$ cat src/rtl/serial_sub_module.sv
// Bit-serial two's-complement subtractor: D = A - B - Bin, one bit per clock, LSB first.
// Operands load on start; D/Bout/V are registered on completion with a one-cycle done strobe.
module serial_sub_module #(
  parameter int WIDTH = 8
) (
  input  logic             clk,
  input  logic             rst,
  input  logic             start,
  input  logic [WIDTH-1:0] A,
  input  logic [WIDTH-1:0] B,
  input  logic             Bin,
  output logic             busy,
  output logic             done,
  output logic [WIDTH-1:0] D,
  output logic             Bout,
  output logic             V
);

  localparam int CW = (WIDTH > 1) ? $clog2(WIDTH) : 1;

  typedef enum logic [1:0] {
    S_IDLE = 2'd0,
    S_RUN  = 2'd1,
    S_DONE = 2'd2
  } state_t;

  state_t           r_state;
  state_t           w_state_nxt;
  logic [WIDTH-1:0] r_a_sr;
  logic [WIDTH-1:0] r_b_sr;
  logic [WIDTH-1:0] r_d_sr;
  logic             r_br;
  logic [CW-1:0]    r_cnt;
  logic             r_sign_a;
  logic             r_sign_b;
  logic [WIDTH-1:0] r_d;
  logic             r_bout;
  logic             r_v;

  logic             w_a;
  logic             w_b;
  logic             w_d;
  logic             w_br_nxt;
  logic             w_last;
  logic             w_accept;
  logic [WIDTH-1:0] w_d_final;

  // Single full-subtractor cell on the operand LSBs
  assign w_a       = r_a_sr[0];
  assign w_b       = r_b_sr[0];
  assign w_d       = w_a ^ w_b ^ r_br;
  assign w_br_nxt  = (~w_a & w_b) | (~(w_a ^ w_b) & r_br);
  assign w_last    = (r_cnt == CW'(WIDTH - 1));
  assign w_d_final = {w_d, r_d_sr[WIDTH-1:1]};
  assign w_accept  = start && (r_state == S_IDLE || r_state == S_DONE);

  always_comb begin
    w_state_nxt = r_state;
    case (r_state)
      S_IDLE:  if (start) w_state_nxt = S_RUN;
      S_RUN:   if (w_last) w_state_nxt = S_DONE;
      S_DONE:  w_state_nxt = start ? S_RUN : S_IDLE;
      default: w_state_nxt = S_IDLE;
    endcase
  end

  always_ff @(posedge clk) begin
    if (rst) r_state <= S_IDLE;
    else     r_state <= w_state_nxt;
  end

  always_ff @(posedge clk) begin
    if (rst) begin
      r_a_sr   <= '0;
      r_b_sr   <= '0;
      r_d_sr   <= '0;
      r_br     <= 1'b0;
      r_cnt    <= '0;
      r_sign_a <= 1'b0;
      r_sign_b <= 1'b0;
      r_d      <= '0;
      r_bout   <= 1'b0;
      r_v      <= 1'b0;
    end else if (w_accept) begin
      r_a_sr   <= A;
      r_b_sr   <= B;
      r_br     <= Bin;
      r_cnt    <= '0;
      r_sign_a <= A[WIDTH-1];
      r_sign_b <= B[WIDTH-1];
    end else if (r_state == S_RUN) begin
      r_a_sr <= {1'b0, r_a_sr[WIDTH-1:1]};
      r_b_sr <= {1'b0, r_b_sr[WIDTH-1:1]};
      r_d_sr <= w_d_final;
      r_br   <= w_br_nxt;
      r_cnt  <= r_cnt + 1'b1;
      // Result outputs only move on the completion edge
      if (w_last) begin
        r_d    <= w_d_final;
        r_bout <= w_br_nxt;
        r_v    <= (r_sign_a ^ r_sign_b) & (r_sign_a ^ w_d);
      end
    end
  end

  assign busy = (r_state == S_RUN);
  assign done = (r_state == S_DONE);
  assign D    = r_d;
  assign Bout = r_bout;
  assign V    = r_v;

endmodule

$ cat config.mk
export PLATFORM = sky130hd
export DESIGN_NAME = serial_sub_module
export DESIGN_NICKNAME = d
export VERILOG_FILES = /design/src/rtl/serial_sub_module.sv
export SDC_FILE = /design/constraint.sdc
export NUM_CORES = 1
export LEC_CHECK = 0
export CAP_MARGIN = 25
export CORE_MARGIN = 2
export CORE_UTILIZATION = 54
export CTS_CLUSTER_SIZE = 28
export DETAILED_ROUTE_END_ITERATION = 10
export PLACE_DENSITY_LB_ADDON = 0.05
export SLEW_MARGIN = 20
export SYNTH_ARGS = -nofsm -noshare
export SYNTH_HDL_FRONTEND = slang
export SYNTH_SLANG_ARGS = --single-unit
$ cat constraint.sdc
create_clock -name clk -period 2 [get_ports clk]
set_input_delay 0.4 -clock clk [delete_from_list [all_inputs] [get_ports clk]]
set_output_delay 0.4 -clock clk [all_outputs]
set_load 0.02 [all_outputs]
==> flow_results.org, run 1 <==
** Status
- The run finished with clean final reports.

** Placement
- The congestion estimate from routability-driven global placement came to 0.760.
- PortBufs :: 31
- The placed instances occupy a cell area of between 0.0015 and 0.002 mm^2.
- Hpwl dp :: approximately 2200 um

** Global routing
- Entering global routing, the biggest net connects 42 pins.
- The number of global-route vias before repair came to roughly 1200.
- First-pass GRT wire length :: between 5000 and 6000 um
- Antenna violations before repair :: 0
- Global routing finished with a remaining overflow of 0.
- Across every metal layer, demand over resource in global routing totals 20.5%.

** Logic synthesis
- Post-Syn Area :: 0.00164 mm^2
- In the synthesized netlist the dominant register cell turns out to be sky130_fd_sc_hd__dfxtp_1.
- Post-synthesis sequential element count :: 41
- Share of synthesized flip-flops with an asynchronous set or reset :: 0%
- Ranking of synthesized cells by area :: sky130_fd_sc_hd__dfxtp_1 (50%), sky130_fd_sc_hd__nand2_1 (10%), sky130_fd_sc_hd__a21oi_1 (7.9%)
- Post-synthesis net count :: 213
- Number of warning messages in the yosys log :: 0
- After technology mapping, the gate count stands at 190.
- Most frequently used cell type in the post-synthesis netlist :: sky130_fd_sc_hd__nand2_1
- Summed over its instances, the top area cell type makes up between 40 and 50% of the synthesized netlist area.
- Sorting the synthesized cells by how often they occur yields sky130_fd_sc_hd__nand2_1 (45), sky130_fd_sc_hd__dfxtp_1 (41), sky130_fd_sc_hd__a21oi_1 (26), sky130_fd_sc_hd__nor2_1 (10), sky130_fd_sc_hd__nor3_1 (10).
- Post-synth top area cell :: sky130_fd_sc_hd__dfxtp_1
- Synthesis instantiated 29 different standard cells from the library.
- Sequential cells were found to cover between 40% and 50% of the synthesized design area.
- Number of flops mapped to enable cells by yosys :: 0
- In this run the mean area of a mapped cell was around 8.6 um^2.

** Power and ir drop
- Internal power comes to about 1100 uW.
- Clock network fraction of total power :: 26.6%
- The analysis attributes to net switching a power of between 300 and 400 uW.
- The worst-case IR drop observed on VDD is 0.475 mV.
- Combinational cell fraction of total power :: between 10% and 20%
- Fraction of power spent switching nets :: roughly a quarter
- The share of total power dissipated in sequential elements is about three fifths.
- Cell leakage power :: 0.000712 uW
- Dividing total power by cell area gives a power density of roughly 740 mW/mm^2.

** Layout
- Number of fill cells :: between 200 and 300
- Multi-input logic area :: around 700 um^2
- Footprint of the flip-flops and latches :: around 820 um^2
- At the end of the flow the core is filled with cells to around 67%.
- Fraction of layout cells with a size suffix above 1 :: roughly 6.4%
- The net count of the finished layout is roughly 240.
- The finished cells cover approximately 0.0020 mm^2.
- Relative to the synthesized area, the layout overhead comes to 21.6%.
- The repair_antennas step left the layout with diodes totalling 0.

** Clock tree
- The later pin in the worst-skew pair is clocked with a latency of between 300 and 400 ps.
- In this run the clock root is driven by a sky130_fd_sc_hd__clkbuf_4.
- For this design, the sink count on the clock tree is between 40 and 50.
- The H-tree generated during clock tree synthesis spans 2 levels.
- Post-CTS clock slew at the launch and capture registers of the worst setup and hold paths :: roughly 110 ps
- TritonCTS created 5 clock buffers.
- No sink is reached through more buffers than the 2 on the longest clock path.
- TritonCTS built the clock tree.
- Number of buffers inserted by post-CTS setup repair :: 0
- The number of hold buffers added after CTS was 0.

** Timing
- Counting I/O delays and the setup requirement, the final critical path takes about 1900 ps.
- Maximum clock rate :: 526 MHz
- The hold violation total from the final report is 0.
- Post-Route Skew :: slightly below 7 ps
- Final slew viol count :: 0
- Worst slew pin tran :: 437 ps
- Final setup vio count :: 0
- Hold is met by between 400 and 500 ps.
- Summed over all failing endpoints, the final setup total negative slack is 0 ps.
- Period utilisation layout :: between 90 and 100%
- Unrepaired setup endpoints after global routing :: no
- The worst pin sits at a relative slew slack of between 70% and 80%.

** Critical path
- Crit path DAT :: around 1500 ps
- FF-to-FF setup slack :: about 500 ps
- In this run the worst path has a maximum fanout of 5.
- The most critical setup path has its startpoint at r_state[1].
- In this run the critical register-to-register path is launched from r_cnt[0].
- The worst register-to-register path ends at V.
- Kind of end point of the critical path :: output pin
- Kind of critical path :: reg2out
- Startpoint type of the worst setup path :: flop
- For the worst flop-to-flop path, the logic depth is 5.
- Worst Path Required :: between 1500 and 2000 ps

** Worst hold path
- The path class of the tightest hold or removal check is reg2reg.
- The worst hold path passes through 2 cells.
- Startpoint of the most critical hold path :: D[2]
- Hold Crit Endpoint :: D[2]

** Detailed routing
- DRC errors left :: 0
- The first detailed-routing pass ran for 4 iterations.
- The routed layout has around 1400 vias.
- In the final routed layout, each cell accounts on average for 12.7 um.
- The detail route stage leaves a number of antenna-violating nets equal to 0.
- Dividing the detail-routed via count by the number of cells gives roughly 5.5.
- Initial DRC count :: 42
- Final wirelength :: about 3200 um

** Die
- Initial Utilization :: a little under three fifths
- The floorplan step set the die width to approximately 59 um.
- Die Height :: 59.2 um
- The floorplan step defined a die boundary enclosing between 0.003 and 0.004 mm^2.
- Row generation in the floorplan step produced 20 rows.
- The total area inside the core boundary comes to 0.00298 mm^2.
- Number of primary I/O pins :: 32

** Flow run
- The tool flagged a number of max-cap violations equal to 0.
## critical path, cell delays in order, from the launching register on
cell                              delay, ps
sky130_fd_sc_hd__dfxtp_1                370
sky130_fd_sc_hd__nor2b_1                170
sky130_fd_sc_hd__clkdlybuf4s50_1        620
## cells in the final DEF, fill, tap and decap left out, types with 4 or more instances in the layout
cell type / count
sky130_fd_sc_hd__nand2_1: 45
sky130_fd_sc_hd__dfxtp_1: 40
sky130_fd_sc_hd__clkdlybuf4s50_1: 30
sky130_fd_sc_hd__a21oi_1: 26
sky130_fd_sc_hd__nor2_1: 10
sky130_fd_sc_hd__nor3_1: 10
sky130_fd_sc_hd__nand3_1: 7
sky130_fd_sc_hd__a22oi_1: 5
sky130_fd_sc_hd__a311oi_1: 5
sky130_fd_sc_hd__clkbuf_4: 5
sky130_fd_sc_hd__buf_4: 5
sky130_fd_sc_hd__o22ai_1: 4
## metal layers
layer | track usage (%) | share of wire (%)
met2 | 34.0 | 49
met1 | 24.4 | 44
met5 | 0 | 0
met3 | 7.21 | 5.8
met4 | 7.79 | 1.8
## cell type report
cell class / count / area share (%)
multi-input cells: 131 / 35.0
repair buffers: 37 / 18.5
well taps: 33 / 2.07
flip-flops and latches: 41 / 41.2
inverters: 3 / 0.815
clock buffers: 8 / 2.44
## stage by stage
stage | cells | setup slack, ps | power [uW]
after global placement | 245 | 401 | 1090
final | 253 | 99.3 | 1470
after detailed placement | 245 | 382 | 1100
after global routing | 253 | 30.9 | 1540
after floorplan | 190 | 687 | 1040
after CTS | 253 | 16.8 | 1490
## flip-flops by register name (all words and copies together), names as in the netlist
signal    flops
Bout          1
D             8
V             1
r_a_sr        8
r_b_sr        8
r_br          1
r_cnt         3
r_d_sr        7
r_sign_a      1
r_sign_b      1
r_state       2
## power groups by stage
| stage | combinational (uW) | clock, uW | sequential [uW] |
|---|---|---|---|
| finish | 203 | 390 | 877 |
| global route | 227 | 435 | 882 |
| CTS | 204 | 407 | 877 |
| detailed placement | 203 | 0 | 895 |
| global placement | 198 | 0 | 893 |
| floorplan | 146 | 0 | 889 |
## what timing repair did
action,in CTS,in global routing
resized for setup,1,1
endpoints found under the setup margin,1,1
endpoints found under the hold margin,0,0
## cells by family after synthesis
family | after synthesis | synth area share [%]
AO/OA/AOI/OAI | 44 | 16.2
XOR/XNOR | 1 | 0.533
adder cells (fa/ha/maj) | 3 | 2.74
buffers and inverters | 18 | 7.54
flip-flops | 41 | 50.0
multiplexers | 2 | 1.22
AND/OR/NAND/NOR | 81 | 21.8
## worst max-delay path by stage
| stage | end | slack [ps] |
|---|---|---|
| final | done | 100 |
| after global routing | done | 30 |
| after CTS | busy | 20 |
| after detailed placement | busy | 380 |
| after global placement | busy | 400 |
| after floorplan | V | 690 |
No activity file was read; power rests on OpenSTA's default activity.
==> inputs of run 2 (changes only) <==
- CORE_UTILIZATION: 54 -> 60
- DONT_BUFFER_PORTS: default -> 1
- MAX_ROUTING_LAYER: default -> met4
==> flow_results.org, run 2 (synthesis gave the netlist of run 1 again) <==
** Critical path
- The worst setup path is captured at an output pin.
- For the worst setup path, the data required time is about 1600 ps.
- In this design, the stage delay of the slowest critical-path cell is ~440 ps.
- The slowest stage of the critical path is the sky130_fd_sc_hd__dfxtp_1 cell.
- Walking the worst path, the cells encountered are nand2b_1, inv_6.
- The critical path in this run is classified as reg2out.
- Data on the critical path arrives at its endpoint at about 1200 ps.
- Startpoint type of the worst setup path :: flop
- Setup slack on the worst reg-to-reg path comes out at around 540 ps.
- The kind of cell with the highest combined delay along the critical path is flip-flops.
- Buf+Inv Stages, Crit Path :: 1
- Crit-path max FO :: 26

** Layout
- Antenna diode count :: 0
- In the layout the commonest cells are sky130_fd_sc_hd__nand2_1 (45), sky130_fd_sc_hd__dfxtp_1 (41), sky130_fd_sc_hd__a21oi_1 (26).
- Net count reported at finish :: about 210
- Fraction of layout cells with a size suffix above 1 :: 5.98%
- Number of fill cells :: around 230
- Registers take about 820 um^2.
- Multi-input logic area :: 698 um^2
- Leaving out fill and tap cells, the most frequent cell in the layout is sky130_fd_sc_hd__nand2_1.
- Compared with the post-synthesis result, the final layout area differs by -0.305%.
- The finished layout holds ~210 standard cells, fillers aside.
- Finished layout cell area :: 0.00164 mm^2

** Power and ir drop
- Combinational cell fraction of total power :: about a tenth
- The share of total power dissipated in the clock network is a little over a quarter.
- In this run the static leakage power is around 0.00056 uW.
- Internal Dissipation :: 1030 uW
- Highest ir drop seen on vdd :: 0.656 mV
- Power per Cell Area :: 847 mW/mm^2
- Net switching power of the design :: around 360 uW
- Sequential power share :: around 63%
- Fraction of power spent switching nets :: ~26%

** Timing
- Setup repair after global routing left no endpoint under its margin.
- Min Clock Period, post-route :: between 1500 and 2000 ps
- Between clock sinks in the finished design, the worst skew comes to about 7.0 ps.
- For the pin with the worst max-slew slack, the measured transition is ~400 ps.
- Final setup vio count :: 0
- Period utilisation layout :: roughly 79%
- Final Hold Viols :: 0
- Final worst hold slack :: roughly 100 ps
- For the final routed database, the setup TNS stands at 0 ps.
- Final slew viol count :: 0
- Timing would allow up to approximately 630 MHz.
- Max transition margin :: 72.8%

** Die
- X dimension of the die :: roughly 56 um
- From bottom edge to top edge, the die measures between 50 and 60 um.
- Once the floorplan was initialized, standard cells occupied between 60 and 70% of the core.
- The die covers about 0.0032 mm^2.
- The core region is roughly 0.0025 mm^2.
- Number of core rows :: 18
- Number of primary I/O pins :: 32

** Worst hold path
- In this run the worst hold path is classified as in2reg.

** Clock tree
- TritonCTS clock tree :: yes
- The later pin in the worst-skew pair is clocked with a latency of about 350 ps.
- Number of buffers inserted by post-CTS setup repair :: 0
- In this run the clock root is driven by a sky130_fd_sc_hd__clkbuf_4.
- Clock tree synthesis inserted a total of 5 buffers.
- Post-CTS clock slew at the launch and capture registers of the worst setup and hold paths :: roughly 110 ps
- CTS H-tree lvls :: 2
- Gates resized during post-CTS repair numbered 0.
- The clock net in this run drives a total of 41 sinks.
- Clk buf depth :: 2
- Count of hold-fix buffers inserted at cts :: 0

** Global routing
- For this run the aggregate overflow at the end of global routing stands at 0.
- Entering global routing, the biggest net connects 42 pins.
- The first global-routing pass estimated 5370 um of wire.
- For this run, the total global-route usage over all layers was measured as 22.4%.
- Vias in the first global route :: around 1200
- Antenna violations before repair :: 0

** Detailed routing
- DRC errors left :: 0
- Final antenna-violating net count :: 0
- In this run, the number of DRC markers left after iteration 0 of detailed routing was 35.
- Length of the first detailed-routing pass in iterations :: 4
- Post-detailed-route via-to-cell ratio :: approximately 5.9
- Wire length per cell after detailed routing :: approximately 15 um
- The final layout contains routed wiring with a total length of around 3200 um.
- For this block, the via count after detailed routing is approximately 1300.

** Placement
- The placed instances occupy a cell area of 0.00160 mm^2.
- Placed cell count :: between 200 and 250
- Routability cong. :: between 0.7 and 0.8
- Port buffering added 0 buffers.
- Once detailed placement completed, the half-perimeter wirelength came to between 2000 and 2500 um.

** Flow run
- Number of maximum-capacitance constraint violations :: 0

** Status
- Status :: finished clean
## run 2: cell types whose count changed in the layout (fill, tap and decap cells not counted), sizes merged
cell	change
dlymetal6s2s	-1
buf	-3
clkinv	+1
clkdlybuf4s50	-30
clkbuf	-3
## run 2: path summary, 6_finish.rpt
check                            endpoint  cells past startpoint  startpoint
worst max-delay path                 busy                      2  r_state[0]
worst max register to register          V                      5    r_cnt[0]
worst min register to register  r_d_sr[1]                      2   r_d_sr[1]
worst min-delay path            r_b_sr[7]                      1         rst
## run 2: worst reg2reg max path: stages, from the launching register on
cell	delay [ps]
sky130_fd_sc_hd__dfxtp_1	340
sky130_fd_sc_hd__ha_1	200
sky130_fd_sc_hd__ha_1	200
sky130_fd_sc_hd__nand3b_1	330
sky130_fd_sc_hd__a21oi_1	80
sky130_fd_sc_hd__a211oi_1	230
## run 2: metrics by stage
step           power (uW)  setup slack, ps  utilization, %
3_5_place_dp         1040              574            62.7
2_1_floorplan        1040              687               -
6_report             1390              415            64.4
3_3_place_gp         1030              620            62.7
4_1_cts              1390              400            64.4
5_1_grt              1450              284            64.4
## run 2: final cells by class
type | instances | area share (%)
sequential | 41 | 50.1
multi-input combinational | 131 | 42.6
clock buffer | 5 | 2.29
tap | 30 | 2.29
timing repair buffer | 3 | 1.38
inverter | 3 | 0.993
clock inverter | 1 | 0.306
## run 2: per-layer routing
layer,share of wire [%],GRT usage (%),wire (um),vias to the layer above
met4,1.7,8.16,55,0
met3,5.1,5.53,160,7
met1,43,27.0,1370,593
met5,0,-,0,-
li1,-,-,-,635
met2,50,36.3,1570,37
## run 2: power by group through the flow
| stage | Clock, uW | Sequential (uW) | Combinational, uW |
|---|---|---|---|
| finish | 367 | 876 | 144 |
| global route | 403 | 881 | 163 |
| CTS | 373 | 876 | 145 |
| detailed placement | 0 | 895 | 144 |
| global placement | 0 | 894 | 136 |
| floorplan | 0 | 889 | 146 |
==> inputs of run 3 (changes only) <==
- CORE_UTILIZATION: 60 -> 55
- clock period: 2 -> 1.42 ns (I/O delays scaled with it)
==> flow_results.org, run 3 (synthesis gave the netlist of run 1 again) <==
** Power and ir drop
- In this run the power density over the cells is between 1000 and 1500 mW/mm^2.
- Cell leakage power :: between 0.0006 and 0.0007 uW
- Highest ir drop seen on vdd :: ~0.64 mV

** Flow run
- Max-cap violations in this run came to 0.

** Layout
- Commonest non-fill, non-tap cell in the layout :: sky130_fd_sc_hd__nand2_1
- In the layout the commonest cells are sky130_fd_sc_hd__nand2_1 (45), sky130_fd_sc_hd__dfxtp_1 (38), sky130_fd_sc_hd__a21oi_1 (26).
- The number of antenna diodes in the final layout is 0.
- Non-filler cells in the finished layout :: ~220
- Cells with a size suffix above 1 make up between 10% and 20% of the layout.
- The area growth from synthesis to layout is 7.92%.
- The net count of the finished layout is 214.

** Placement
- Routability cong. :: slightly above 0.7
- Placed cell count :: between 200 and 250
- Summed over all nets, the half-perimeter wirelength after detailed placement is roughly 2100 um.
- Port buffering added 0 buffers.

** Global routing
- Entering global routing, the biggest net connects between 40 and 50 pins.
- The first global-routing pass estimated ~5200 um of wire.
- Vias in the first global route :: 1179
- Overall Global Routing Usage :: 20.6%
- Global routing finished with a remaining overflow of 0.
- The number of antenna violations at the first check in global routing is 0.

** Die
- The floorplan step defined a core boundary enclosing roughly 0.0028 mm^2.
- The die is a little under 60 um tall.
- Initial Utilization :: a little under 60%
- The floorplan has 19 rows.
- Die Footprint :: around 0.0034 mm^2
- Number of primary I/O pins :: 32
- The floorplan step set the die width to 58.7 um.

** Clock tree
- Post-CTS clock slew at the launch and capture registers of the worst setup and hold paths :: about 110 ps
- CTS H-tree lvls :: 2
- Number of buffers inserted by post-CTS setup repair :: 0
- In this run the clock root is driven by a sky130_fd_sc_hd__clkbuf_4.
- TritonCTS clock tree :: yes
- Count of clock tree sinks :: 41
- Clock latency on the worst-skew pair, taken at its later pin, is about 350 ps.
- No sink is reached through more buffers than the 2 on the longest clock path.
- TritonCTS created 5 clock buffers.

** Worst hold path
- Hold Crit Class :: in2reg
- The worst hold path terminates at r_br.
- The worst hold path was traced through 2 stages.
- The startpoint identified for the worst hold timing path is Bin.

** Critical path
- The worst register-to-register path has a setup slack of about 90 ps.
- At the worst endpoint, the arrival time is between 1000 and 1500 ps.
- STA classifies the critical path endpoint as an output pin.
- The worst setup path is launched from a flop.
- Worst Path Required :: 1140 ps
- Reg2reg end :: V
- Crit-path max FO :: 26
- The startpoint identified for the worst register-to-register timing path is r_br.
- By startpoint and endpoint, the worst setup path is classified as reg2out.
- Measured in cells, the most critical reg-to-reg path has a length of 5.

** Timing
- Headroom to the max-slew limit came out at between 80% and 90%.
- Unrepaired setup endpoints after global routing :: yes
- Final setup vio count :: 0
- Static timing analysis puts the maximum clock frequency at approximately 700 MHz.
- Min Clock Period, post-route :: 1400 ps
- For the final database, setup skew stands at about 4.6 ps.
- The final critical path takes up 98.7% of the cycle.
- Final worst hold slack :: roughly 66 ps
- The final count of pins violating max slew came to 0.
- At the pin with the least slew margin, the transition time is between 200 and 250 ps.
- Final Hold Viols :: 0

** Detailed routing
- Initial DRC count :: between 60 and 70
- Once detail routing completed, the nets flagged for antenna violations numbered 0.
- Wire length per cell after detailed routing :: ~15 um
- Dividing the detail-routed via count by the number of cells gives just under 6.
- After detailed routing, the number of remaining DRC violations is 2.
- Final wirelength :: 3290 um
- The first detailed-routing pass ran for 7 iterations.
- The routed layout has 1289 vias.

** Status
- Status :: complete, but fails checks
- The checks that failed: design-rule violations.
[run 3: what timing repair did]
action	in CTS	in global routing
hold buffers	1	0
hold endpoints to repair	41	0
pin swaps	0	3
gates resized for setup	4	9
cloned	0	1
setup endpoints to repair	4	5
[run 3: area by class of cell]
| cell class | instances | area [um^2] |
|---|---|---|
| tap | 31 | 38.8 |
| sequential | 41 | 827 |
| timing repair buffer | 8 | 85.1 |
| inverter | 3 | 37.5 |
| clock buffer | 6 | 41.3 |
| fill | 258 | 1030 |
| clock inverter | 2 | 10.0 |
| multi-input combinational | 132 | 733 |
[run 3: power breakdown]
group,internal [uW],switching (uW)
Clock,189,364
Combinational,110,140
Sequential,1200,37.3
Total,1500,541
[run 3: worst max-delay path by stage]
stage	start	end	slack, ps	depth (start not counted)
2_1_floorplan	r_b_sr[0]	V	110	5
3_3_place_gp	r_cnt[0]	V	50	5
3_5_place_dp	r_cnt[0]	Bout	-20	5
4_1_cts	r_state[1]	done	-50	2
5_1_grt	r_state[0]	busy	-20	2
6_report	r_state[0]	busy	20	2
[run 3: layer usage]
layer,wire [um],share of wire [%],up-vias,track usage [%]
met4,68,2.1,0,10.7
met5,0,0,-,-
met2,1620,49,28,34.2
met3,136,4.1,7,4.40
met1,1460,44,599,23.2
li1,-,-,655,-
[run 3: worst max-delay path, cell delays in order, from the launching register on]
cell	delay (ps)
sky130_fd_sc_hd__dfxtp_4	430
sky130_fd_sc_hd__nand2b_4	80
sky130_fd_sc_hd__bufinv_16	260
[run 3: metrics by stage]
stage	power (uW)	TNS [ps]	utilization [%]	setup slack, ps	instance area (um^2)
6_report	2040	0	63.2	18.8	1770
5_1_grt	2130	-21.5	63.2	-21.5	1770
3_3_place_gp	1460	0	58.4	51.1	1640
4_1_cts	2040	-91.1	61.5	-48.9	1720
2_1_floorplan	1460	0	-	107	1640
3_5_place_dp	1470	-30.7	58.4	-20.5	1640
